**src/rtl/mul_div_unit_pkg.sv**
```systemverilog
// Shared definitions for the multi-cycle multiply/divide unit:
// operation encodings, FSM states and sizing constants.
package mul_div_unit_pkg;

  localparam int WIDTH_DEF  = 16;
  localparam int ADDR_W_DEF = 4;
  localparam int ITER       = 16;

  typedef enum logic [1:0] {
    OP_MULU = 2'b00,
    OP_MUL  = 2'b01,
    OP_DIVU = 2'b10,
    OP_DIV  = 2'b11
  } op_e;

  typedef enum logic [1:0] {
    IDLE,
    CALC,
    FIX,
    DONE
  } state_e;

  function automatic logic op_is_div(input op_e op);
    return op[1];
  endfunction

  function automatic logic op_is_signed(input op_e op);
    return op[0];
  endfunction

endpackage

```
**src/rtl/mul_div_unit_core.sv**
```systemverilog
// Unsigned iterative datapath: one shift-add multiply or restoring-divide
// step per enabled cycle, with its own iteration counter.
module mdu_core
  import mul_div_unit_pkg::*;
#(
  parameter int WIDTH = WIDTH_DEF
) (
  input  logic             clk,
  input  logic             rst_n,
  input  logic             load,
  input  logic             step,
  input  logic             is_div,
  input  logic [WIDTH-1:0] a_mag,
  input  logic [WIDTH-1:0] b_mag,
  output logic [WIDTH-1:0] hi,
  output logic [WIDTH-1:0] lo,
  output logic             last
);

  localparam int CNT_W = $clog2(ITER);

  logic [WIDTH-1:0] hi_q, hi_d;
  logic [WIDTH-1:0] lo_q, lo_d;
  logic [WIDTH-1:0] opnd_q, opnd_d;
  logic             div_q, div_d;
  logic [CNT_W-1:0] cnt_q, cnt_d;

  logic [WIDTH:0] sum;
  logic [WIDTH:0] part;
  logic [WIDTH:0] rem_sh;
  logic [WIDTH:0] diff;

  assign sum    = {1'b0, hi_q} + {1'b0, opnd_q};
  assign part   = lo_q[0] ? sum : {1'b0, hi_q};
  assign rem_sh = {hi_q, lo_q[WIDTH-1]};
  assign diff   = rem_sh - {1'b0, opnd_q};

  // Multiply: hi:lo starts as 0:multiplier and shifts right each step.
  // Divide: hi is the partial remainder, lo shifts the dividend out and
  // the quotient bits in.
  always_comb begin
    // NOTE: every signal gets a default before any branch so no latch is inferred.
    hi_d   = hi_q;
    lo_d   = lo_q;
    opnd_d = opnd_q;
    div_d  = div_q;
    cnt_d  = cnt_q;
    if (load) begin
      hi_d   = '0;
      lo_d   = is_div ? a_mag : b_mag;
      opnd_d = is_div ? b_mag : a_mag;
      div_d  = is_div;
      cnt_d  = '0;
    end else if (step) begin
      cnt_d = cnt_q + 1'b1;
      if (div_q) begin
        if (!diff[WIDTH]) begin
          hi_d = diff[WIDTH-1:0];
          lo_d = {lo_q[WIDTH-2:0], 1'b1};
        end else begin
          hi_d = rem_sh[WIDTH-1:0];
          lo_d = {lo_q[WIDTH-2:0], 1'b0};
        end
      end else begin
        hi_d = part[WIDTH:1];
        lo_d = {part[0], lo_q[WIDTH-1:1]};
      end
    end
  end

  always_ff @(posedge clk or negedge rst_n) begin
    if (!rst_n) begin
      hi_q   <= '0;
      lo_q   <= '0;
      opnd_q <= '0;
      div_q  <= 1'b0;
      cnt_q  <= '0;
    end else begin
      // NOTE: non-blocking assignments so every flop samples pre-edge values.
      hi_q   <= hi_d;
      lo_q   <= lo_d;
      opnd_q <= opnd_d;
      div_q  <= div_d;
      cnt_q  <= cnt_d;
    end
  end

  assign hi   = hi_q;
  assign lo   = lo_q;
  assign last = (cnt_q == CNT_W'(ITER - 1));

endmodule

```
**src/rtl/mul_div_unit.sv**
```systemverilog
// 16-bit multi-cycle multiply/divide unit with fixed 18-edge latency and a
// one-cycle register-file write-back of the low result.
module mul_div_unit
  import mul_div_unit_pkg::*;
#(
  parameter int WIDTH  = WIDTH_DEF,
  parameter int ADDR_W = ADDR_W_DEF
) (
  input  logic              clk,
  input  logic              rst_n,
  input  logic              start,
  input  logic [1:0]        op,
  input  logic [WIDTH-1:0]  a,
  input  logic [WIDTH-1:0]  b,
  input  logic [ADDR_W-1:0] dst_addr,
  output logic              busy,
  output logic              done,
  output logic              div_zero,
  output logic [WIDTH-1:0]  hi,
  output logic [WIDTH-1:0]  lo,
  output logic              wr_en,
  output logic [ADDR_W-1:0] wr_addr,
  output logic [WIDTH-1:0]  wr_data
);

  state_e            state_q, state_d;
  op_e               op_q, op_d;
  logic [WIDTH-1:0]  a_q, a_d;
  logic [ADDR_W-1:0] dst_q, dst_d;
  logic              neg_q, neg_d;
  logic              rem_neg_q, rem_neg_d;
  logic              dz_q, dz_d;
  logic [WIDTH-1:0]  fix_hi_q, fix_hi_d, fix_lo_q, fix_lo_d;
  logic              done_q, done_d, div_zero_q, div_zero_d, wr_en_q, wr_en_d;
  logic [WIDTH-1:0]  hi_q, hi_d, lo_q, lo_d, wr_data_q, wr_data_d;
  logic [ADDR_W-1:0] wr_addr_q, wr_addr_d;

  logic               accept, in_signed, in_div;
  logic [WIDTH-1:0]   a_mag, b_mag, core_hi, core_lo;
  logic               core_last;
  logic [2*WIDTH-1:0] prod, prod_neg;

  // A start is honoured when idle or in the final DONE cycle (back-to-back).
  assign accept    = start && (state_q == IDLE || state_q == DONE);
  assign in_signed = op_is_signed(op_e'(op));
  assign in_div    = op_is_div(op_e'(op));
  assign a_mag     = (in_signed && a[WIDTH-1]) ? -a : a;
  assign b_mag     = (in_signed && b[WIDTH-1]) ? -b : b;
  assign prod      = {core_hi, core_lo};
  assign prod_neg  = -prod;

  mdu_core #(.WIDTH(WIDTH)) u_core (
    .clk    (clk),
    .rst_n  (rst_n),
    .load   (accept),
    .step   (state_q == CALC),
    .is_div (in_div),
    .a_mag  (a_mag),
    .b_mag  (b_mag),
    .hi     (core_hi),
    .lo     (core_lo),
    .last   (core_last)
  );

  always_comb begin
    state_d    = state_q;
    op_d       = op_q;
    a_d        = a_q;
    dst_d      = dst_q;
    neg_d      = neg_q;
    rem_neg_d  = rem_neg_q;
    dz_d       = dz_q;
    fix_hi_d   = fix_hi_q;
    fix_lo_d   = fix_lo_q;
    done_d     = 1'b0;
    div_zero_d = 1'b0;
    wr_en_d    = 1'b0;
    hi_d       = hi_q;
    lo_d       = lo_q;
    wr_addr_d  = wr_addr_q;
    wr_data_d  = wr_data_q;
    case (state_q)
      IDLE: if (start) state_d = CALC;
      CALC: if (core_last) state_d = FIX;
      FIX: begin
        state_d = DONE;
        // Divide by zero bypasses sign correction: quotient all ones, hi = raw A.
        if (dz_q) begin
          fix_hi_d = a_q;
          fix_lo_d = '1;
        end else if (op_is_div(op_q)) begin
          fix_lo_d = neg_q ? -core_lo : core_lo;
          fix_hi_d = rem_neg_q ? -core_hi : core_hi;
        end else begin
          {fix_hi_d, fix_lo_d} = neg_q ? prod_neg : prod;
        end
      end
      DONE: begin
        state_d    = start ? CALC : IDLE;
        done_d     = 1'b1;
        div_zero_d = dz_q;
        hi_d       = fix_hi_q;
        lo_d       = fix_lo_q;
        wr_en_d    = (dst_q != '0);
        wr_addr_d  = dst_q;
        wr_data_d  = fix_lo_q;
      end
      default: state_d = IDLE;
    endcase
    if (accept) begin
      op_d      = op_e'(op);
      a_d       = a;
      dst_d     = dst_addr;
      neg_d     = in_signed && (a[WIDTH-1] ^ b[WIDTH-1]);
      rem_neg_d = in_signed && a[WIDTH-1];
      dz_d      = in_div && (b == '0);
    end
  end

  always_ff @(posedge clk or negedge rst_n) begin
    if (!rst_n) begin
      state_q    <= IDLE;
      op_q       <= OP_MULU;
      a_q        <= '0;
      dst_q      <= '0;
      neg_q      <= 1'b0;
      rem_neg_q  <= 1'b0;
      dz_q       <= 1'b0;
      fix_hi_q   <= '0;
      fix_lo_q   <= '0;
      done_q     <= 1'b0;
      div_zero_q <= 1'b0;
      wr_en_q    <= 1'b0;
      hi_q       <= '0;
      lo_q       <= '0;
      wr_addr_q  <= '0;
      wr_data_q  <= '0;
    end else begin
      state_q    <= state_d;
      op_q       <= op_d;
      a_q        <= a_d;
      dst_q      <= dst_d;
      neg_q      <= neg_d;
      rem_neg_q  <= rem_neg_d;
      dz_q       <= dz_d;
      fix_hi_q   <= fix_hi_d;
      fix_lo_q   <= fix_lo_d;
      done_q     <= done_d;
      div_zero_q <= div_zero_d;
      wr_en_q    <= wr_en_d;
      hi_q       <= hi_d;
      lo_q       <= lo_d;
      wr_addr_q  <= wr_addr_d;
      wr_data_q  <= wr_data_d;
    end
  end

  assign busy     = (state_q != IDLE);
  assign done     = done_q;
  assign div_zero = div_zero_q;
  assign hi       = hi_q;
  assign lo       = lo_q;
  assign wr_en    = wr_en_q;
  assign wr_addr  = wr_addr_q;
  assign wr_data  = wr_data_q;

endmodule

```
**config.mk**
```make
export PLATFORM = sky130hd
export DESIGN_NAME = mul_div_unit
export DESIGN_NICKNAME = d
export VERILOG_FILES = /design/src/rtl/mul_div_unit_pkg.sv /design/src/rtl/mul_div_unit_core.sv /design/src/rtl/mul_div_unit.sv
export SDC_FILE = /design/constraint.sdc
export NUM_CORES = 1
export LEC_CHECK = 0
export ABC_AREA = 1
export CAP_MARGIN = 20
export CORE_UTILIZATION = 59
export CTS_CLUSTER_DIAMETER = 120
export DETAILED_ROUTE_END_ITERATION = 6
export GPL_ROUTABILITY_DRIVEN = 0
export PLACE_DENSITY = 0.79
export SYNTH_ARGS = -nofsm -noshare
export SYNTH_HDL_FRONTEND = slang
export SYNTH_SLANG_ARGS = --single-unit
```
**constraint.sdc**
```tcl
create_clock -name clk -period 2.8 [get_ports clk]
set_input_delay 0.7 -clock clk [delete_from_list [all_inputs] [get_ports clk]]
set_output_delay 0.7 -clock clk [all_outputs]
set_load 0.02 [all_outputs]
```
==> results of run 1 <==
==> worst reg2reg max path, stage by stage, from the launching register on <==
cell and delay, ns:
dfrtp_1 0.43, inv_1 0.15, ha_1 0.17, buf_4 0.20, inv_1 0.18, nor2_1 0.24
clkinv_1 0.46, a21oi_1 0.37, o21ai_2 0.12, o211ai_1 0.11
==> power breakdown <==
group | internal, mW | switching (mW)
Combinational | 4.34 | 7.99
Sequential | 3.19 | 0.928
Clock | 1.27 | 1.01
==> sequential cells by signal, summed over array words and instances (netlist names), 4 cells and up <==
signal and count:
dst_q 4, fix_lo_q 16, u_core.cnt_q 4, fix_hi_q 16
a_q 16, u_core.hi 16, u_core.lo 16, hi 16
wr_addr 4, u_core.opnd_q 16, wr_data 16
==> final cells by class <==
type / count / area share, %
Clock buffer: 18 / 3.40
Clock inverter: 14 / 1.08
Inverter: 243 / 7.06
Multi-Input combinational cell: 1218 / 46.9
Sequential cell: 149 / 28.9
Tap cell: 229 / 2.22
Timing Repair Buffer: 144 / 10.4
==> worst min-delay path by stage <==
stage	to	slack, ns	depth (start not counted)
floorplan	a_q[0]$_DFFE_PN0P_	0.40	0
global placement	wr_addr[1]$_DFFE_PN0P_	0.45	2
detailed placement	wr_addr[2]$_DFFE_PN0P_	0.46	2
CTS	wr_data[10]$_DFFE_PN0P_	0.25	1
global route	wr_data[10]$_DFFE_PN0P_	0.27	1
finish	fix_lo_q[6]$_DFFE_PN0N_	0.23	1
==> cell usage after synthesis, types with 2 or more instances <==
| cell | count | share of area (%) |
|---|---|---|
| nand2_1 | 608 | 21 |
| inv_1 | 234 | 7.9 |
| dfrtp_1 | 149 | 34 |
| nand3_1 | 133 | 6.0 |
| a21oi_1 | 96 | 4.3 |
| nor2_1 | 88 | 3.0 |
| o21ai_0 | 72 | 3.3 |
| ha_1 | 42 | 4.7 |
| clkbuf_1 | 32 | 1.1 |
| xor2_1 | 24 | 1.9 |
| o211ai_1 | 18 | 1.2 |
| buf_4 | 16 | 1.1 |
| nand4_1 | 15 | 0.85 |
| nor3_1 | 14 | 0.63 |
| xnor2_1 | 14 | 1.1 |
| buf_2 | 12 | 0.54 |
| nand2_2 | 11 | 0.62 |
| o22ai_1 | 10 | 0.56 |
| buf_1 | 9 | 0.30 |
| nand3_2 | 8 | 0.72 |
| nand2_4 | 7 | 0.71 |
| a31oi_1 | 6 | 0.34 |
| inv_2 | 6 | 0.20 |
| o21ai_1 | 5 | 0.23 |
| o221ai_1 | 5 | 0.40 |
| or2_2 | 5 | 0.28 |
| a22oi_1 | 4 | 0.27 |
| and2_1 | 4 | 0.23 |
| nand3b_1 | 4 | 0.27 |
| nor2_2 | 4 | 0.23 |
| o21ai_2 | 4 | 0.32 |
| buf_6 | 3 | 0.30 |
| clkinv_1 | 3 | 0.10 |
| nor2_4 | 3 | 0.30 |
| nor4_1 | 3 | 0.17 |
| fa_1 | 2 | 0.36 |
==> kinds of logic (layout without fill, tap and decap cells) <==
logic type	Yosys count	count (layout)
simple gates	910	910
buf+inv	316	419
xor+xnor	38	38
fa+ha+maj	44	44
flops	149	149
compound gates	226	226
==> through the flow <==
stage | hold WS (ns) | power [mW]
global route | 0.267 | 20.2
CTS | 0.250 | 18.4
global placement | 0.452 | 15.7
floorplan | 0.404 | 12.7
finish | 0.228 | 18.7
detailed placement | 0.457 | 16.1
==> routing by layer <==
layer  vias to the layer above  global-route usage [%]  share of wire, %
met5                         -                       0                 0
met4                         0                    16.7               4.5
met2                       723                    53.3                42
met3                       105                    7.22                12
li1                       5486                       -                 -
met1                      5318                    49.9                42
==> flow_metrics.py, run 1 <==
metrics = {
    "status": {
        "outcome": "complete, but fails checks",
        "violations": "design-rule violations",
    },
    "setup_path": {
        "required_ns": 2.10,
        "arrival_ns": 1.88,
        "slowest_delay_ns": 0.61,
        "critPathBufInv": 3,
        "cp_cell_sequence": "inv_1, ha_1, inv_1, clkdlybuf4s50_1",
        "startpoint": "state_q[0]$_DFFE_PN0P_",
        "crit_path_top_delay_cell": "clkdlybuf4s50_1",
        "cp-start-kind": "flop",
        "end_kind": "output pin",
        "critical_path.top_delay_family": "buffers and inverters",
        "r2r_cells": 9,
        "r2r_slack_ns": 0.27,
        "crit_top_cell": "inv_1",
        "r2r_end": "u_core.lo[0]$_DFFE_PN0P_",
        "rr_startpoint": "state_q[1]$_DFFE_PN0P_",
        "crit_type": "flop to output pin",
        "cp_max_fo": 5,
        "endpoint": "busy",
        "path_depth": 4,
    },
    "finish": {
        "fin_util_pct": 70.9,
        "antenna-diode-count": 0,
        "nFillCells": 1572,
        "final_area_mm2": 0.0129,
        "nNetsFinal": 1858,
        "syn_to_final_growth_pct": 16.5,
        "multiInputGateArea_mm2": 0.00606,
        "drive_gt1_share_pct": 7.50,
        "layout.area.seq_mm2": 0.00373,
        "final_cell_mix": "608 x nand2_1, 234 x inv_1, 149 x dfrtp_1",
        "fin_cells": 2015,
        "layout_commonest_cell": "nand2_1",
    },
    "synthesis": {
        "synth_top_family_by_area": "simple AND/OR/NAND/NOR gates",
        "ys_ff_latch": 149,
        "synth_xor_area_share_pct": 3.00,
        "ys_seq_area_share_pct": 33.6,
        "synthSimpleGateAreaFrac_pct": 35.0,
        "syn_inst": 1683,
        "avgSynthCellArea_um2": 6.58,
        "synth_fa_ha_area_share_pct": 5.10,
        "synthArstFlopShare_pct": 100,
        "muxShareOfSynthArea_pct": 0,
        "yosys_most_used_dff": "dfrtp_1",
        "synth_nets": 1768,
        "ys_types": 46,
        "syn_area_mm2": 0.0111,
        "synth_compound_area_share_pct": 11.5,
        "synth_edf_count": 0,
        "ys_warn_count": 0,
    },
    "cts": {
        "cts.repair.resized": 0,
        "cts_tree": "done",
        "clkSinkCount": 149,
        "clkTransAtPathRegs_ns": 0.06,
        "htreeDepth": 4,
        "cts-root-buf": "clkbuf_16",
        "hold_buffers": 0,
        "cts-buffers-inserted": 17,
        "clock_latency_ns": 0.44,
        "post_cts_buffers": 0,
        "ctsLongestPathBuffers": 2,
    },
    "grt": {
        "grt_pass1_wl_mm": 54.5,
        "grt_pass1_vias": 10700,
        "track_usage_pct": 35.8,
        "grt_max_degree": 56,
        "antenna_found_initial": 1,
        "grt-ovfl-total": 0,
    },
    "pwr": {
        "power.leakage_nw": 6.87,
        "p_per_area_mw_per_mm2": 1450,
        "peakVddDrop_uv": 999,
    },
    "floorplan": {
        "die_w_um": 139,
        "die_area_mm2": 0.0193,
        "dieHeight_um": 139,
        "start_util_pct": 60.9,
        "core.rowCount": 49,
        "io-pin-count": 97,
        "coreArea_mm2": 0.0182,
    },
    "timing": {
        "tightest_slew_ns": 0.598,
        "period_minus_slack_ns": 2.58,
        "fmax_mhz": 388,
        "setup_tns_ns": 0,
        "setup_violations": 0,
        "finalHoldViolations": 0,
        "clock_skew_ns": 0.0114,
        "slew_headroom_pct": 60.0,
        "grt_setup_unrepaired": "false",
        "maxSlewViolCount": 0,
        "fin_crit_sh_pct": 92.1,
        "fin_ws_ns": 0.220,
    },
    "placed_design": {
        "dp_hpwl_mm": 25.7,
        "io_buffer_count": 96,
        "placed_cells": 1983,
        "dpl-instance-area_mm2": 0.0123,
        "post-place-ws_ns": 0.140,
    },
    "min_path": {
        "hp-class": "primary input to asynchronous set/reset pin",
    },
    "route": {
        "wire_per_inst_um": 16.6,
        "via_count": 11600,
        "drtIter0Drc": 1243,
        "wirelength_mm": 33.4,
        "drt_first_pass_iters": 7,
        "drc": 9,
        "viasPerCell": 5.77,
        "antenna_left": 0,
    },
    "run": {
        "max-cap-violations": 0,
    },
}
Power figures use the tool's default switching activity.
==> run 2: changes to the inputs <==
--- a/config.mk
+++ b/config.mk
@@ -7,6 +7,7 @@
 export LEC_CHECK = 0
 export ABC_AREA = 1
 export CAP_MARGIN = 20
+export CORE_MARGIN = 3
 export CORE_UTILIZATION = 59
 export CTS_CLUSTER_DIAMETER = 120
 export DETAILED_ROUTE_END_ITERATION = 6
==> run 2 against run 1 <==
Net effect: the run now ends clean; setup slack improved by 0.056 ns; global-route usage shrank 3.1 points; sequential power hardly changed; largest power group unchanged; clock-buffer cell count stayed put; power decreased by 0.10%; sequential share of layout area about the same; critical path depth is the same.
==> flow_metrics.py, run 2 (same netlist as run 1, synthesis figures left out) <==
metrics = {
    "finish": {
        "fin_util_pct": 70.9,
        "final_cell_mix": "608 x nand2_1, 234 x inv_1, 149 x dfrtp_1",
        "fin_cells": 2010,
        "layout_commonest_cell": "nand2_1",
        "drive_gt1_share_pct": 7.19,
        "syn_to_final_growth_pct": 16.5,
        "antenna-diode-count": 0,
        "nNetsFinal": 1853,
    },
    "floorplan": {
        "die_area_mm2": 0.0205,
        "die_w_um": 143,
        "core.rowCount": 49,
        "io-pin-count": 97,
        "dieHeight_um": 143,
        "coreArea_mm2": 0.0182,
        "start_util_pct": 60.9,
    },
    "setup_path": {
        "cp_cell_sequence": "inv_1, ha_1, inv_1, clkdlybuf4s50_1",
        "cp_max_fo": 5,
        "cp-start-kind": "flop",
        "slowest_delay_ns": 0.61,
        "arrival_ns": 1.82,
        "crit_type": "flop to output pin",
        "required_ns": 2.10,
        "crit_path_top_delay_cell": "clkdlybuf4s50_1",
        "r2r_cells": 16,
        "crit_top_cell": "inv_1",
        "end_kind": "output pin",
    },
    "placed_design": {
        "dp_hpwl_mm": 25.3,
        "placed_cells": 1978,
        "io_buffer_count": 96,
    },
    "cts": {
        "clock_latency_ns": 0.44,
        "cts-buffers-inserted": 17,
        "post_cts_buffers": 0,
        "cts_tree": "done",
        "clkTransAtPathRegs_ns": 0.06,
        "ctsLongestPathBuffers": 2,
        "cts-root-buf": "clkbuf_16",
        "cts.repair.resized": 0,
        "hold_buffers": 0,
        "clkSinkCount": 149,
        "htreeDepth": 4,
    },
    "route": {
        "viasPerCell": 5.67,
        "drt_first_pass_iters": 6,
        "drtIter0Drc": 1192,
        "wire_per_inst_um": 16.4,
        "antenna_left": 0,
        "wirelength_mm": 33.0,
        "drc": 0,
        "via_count": 11400,
    },
    "pwr": {
        "sw_frac_of_total_pct": 53.0,
        "power.leakage_nw": 6.87,
        "pwr-share-seq_pct": 21.9,
        "p_per_area_mw_per_mm2": 1450,
        "p_clk_share_pct": 12.5,
        "p_switching_mw": 9.92,
        "peakVddDrop_uv": 889,
        "pwr-share-comb_pct": 65.6,
        "p_int_mw": 8.78,
    },
    "grt": {
        "grt_pass1_wl_mm": 53.0,
        "track_usage_pct": 32.7,
        "antenna_found_initial": 0,
        "grt_pass1_vias": 10300,
        "grt-ovfl-total": 0,
        "grt_max_degree": 66,
    },
    "min_path": {
        "hp-class": "primary input to asynchronous set/reset pin",
    },
    "timing": {
        "finalHoldViolations": 0,
        "grt_setup_unrepaired": "false",
        "tightest_slew_ns": 0.615,
        "period_minus_slack_ns": 2.52,
        "timing.hold.ws_ns": 0.197,
        "maxSlewViolCount": 0,
        "fin_crit_sh_pct": 90.1,
        "setup_violations": 0,
        "clock_skew_ns": 0.00825,
        "slew_headroom_pct": 59.0,
        "setup_tns_ns": 0,
        "fmax_mhz": 396,
    },
    "run": {
        "max-cap-violations": 0,
    },
    "status": {
        "outcome": "complete, no violations",
    },
}
[run 2: cell types whose count changed in the layout (fill, tap and decap cells not counted), sizes merged]
cell / previous run / this run
buf: 49 / 44
clkinvlp: 2 / 0
inv: 247 / 249
[run 2: through the flow]
stage          cell area (um2)  setup slack [ns]  total power, mW
2_1_floorplan            11100             0.621             12.7
3_3_place_gp             12300             0.239             15.7
3_5_place_dp             12300             0.190             16.0
4_1_cts                  12900             0.263             18.5
5_1_grt                  12900             0.143             20.3
6_report                 12900             0.276             18.7
[run 2: metal layers]
layer  vias to the layer above  share of wire [%]  track usage, %
met5                         -                  0               0
met4                         0                4.8            15.2
met3                       103                 12            9.14
met2                       642                 42            46.2
met1                      5169                 42            46.4
li1                       5476                  -               -
[run 2: path summary, 6_finish.rpt]
kind	from	endpoint	slack, ns
min in group clk	hi[7]$_DFFE_PN0P_	hi[7]$_DFFE_PN0P_	0.47
worst max-delay path	state_q[0]$_DFFE_PN0P_	busy	0.28
max in group asynchronous	rst_n	u_core.hi[13]$_DFFE_PN0P_	1.96
worst min register to register	hi[7]$_DFFE_PN0P_	hi[7]$_DFFE_PN0P_	0.47
worst max register to register	u_core.lo[15]$_DFFE_PN0P_	u_core.hi[9]$_DFFE_PN0P_	0.32
worst min-delay path	rst_n	wr_data[10]$_DFFE_PN0P_	0.20
[run 2: layout make-up]
| class | count | area (um2) |
|---|---|---|
| timing repair buffer | 139 | 1340 |
| fill | 1528 | 5300 |
| clock buffer | 18 | 429 |
| sequential | 149 | 3730 |
| tap | 229 | 287 |
| inverter | 243 | 912 |
| clock inverter | 14 | 164 |
| multi-input combinational | 1218 | 6060 |
[run 2: critical path, delay by kind of cell (launching register included)]
kind,cells,cell delay (ns)
adder cells (fa/ha/maj),1,0.22
buffers and inverters,3,0.80
flip-flops,1,0.37
[run 2: power groups by stage]
stage	registers [mW]	logic, mW	clock network, mW
floorplan	4.12	8.54	0
global placement	4.04	11.7	0
detailed placement	4.07	11.9	0
CTS	4.05	12.1	2.34
global route	4.20	13.6	2.44
finish	4.10	12.3	2.34
==> run 3: changes to the inputs <==
--- a/config.mk
+++ b/config.mk
@@ -13,6 +13,7 @@
 export DETAILED_ROUTE_END_ITERATION = 6
 export GPL_ROUTABILITY_DRIVEN = 0
 export PLACE_DENSITY = 0.79
+export SETUP_SLACK_MARGIN = 0.02
 export SYNTH_ARGS = -nofsm -noshare
 export SYNTH_HDL_FRONTEND = slang
 export SYNTH_SLANG_ARGS = --single-unit
==> results of run 3 <==
No change in the layout: final DEF, timing and power equal those of run 2.
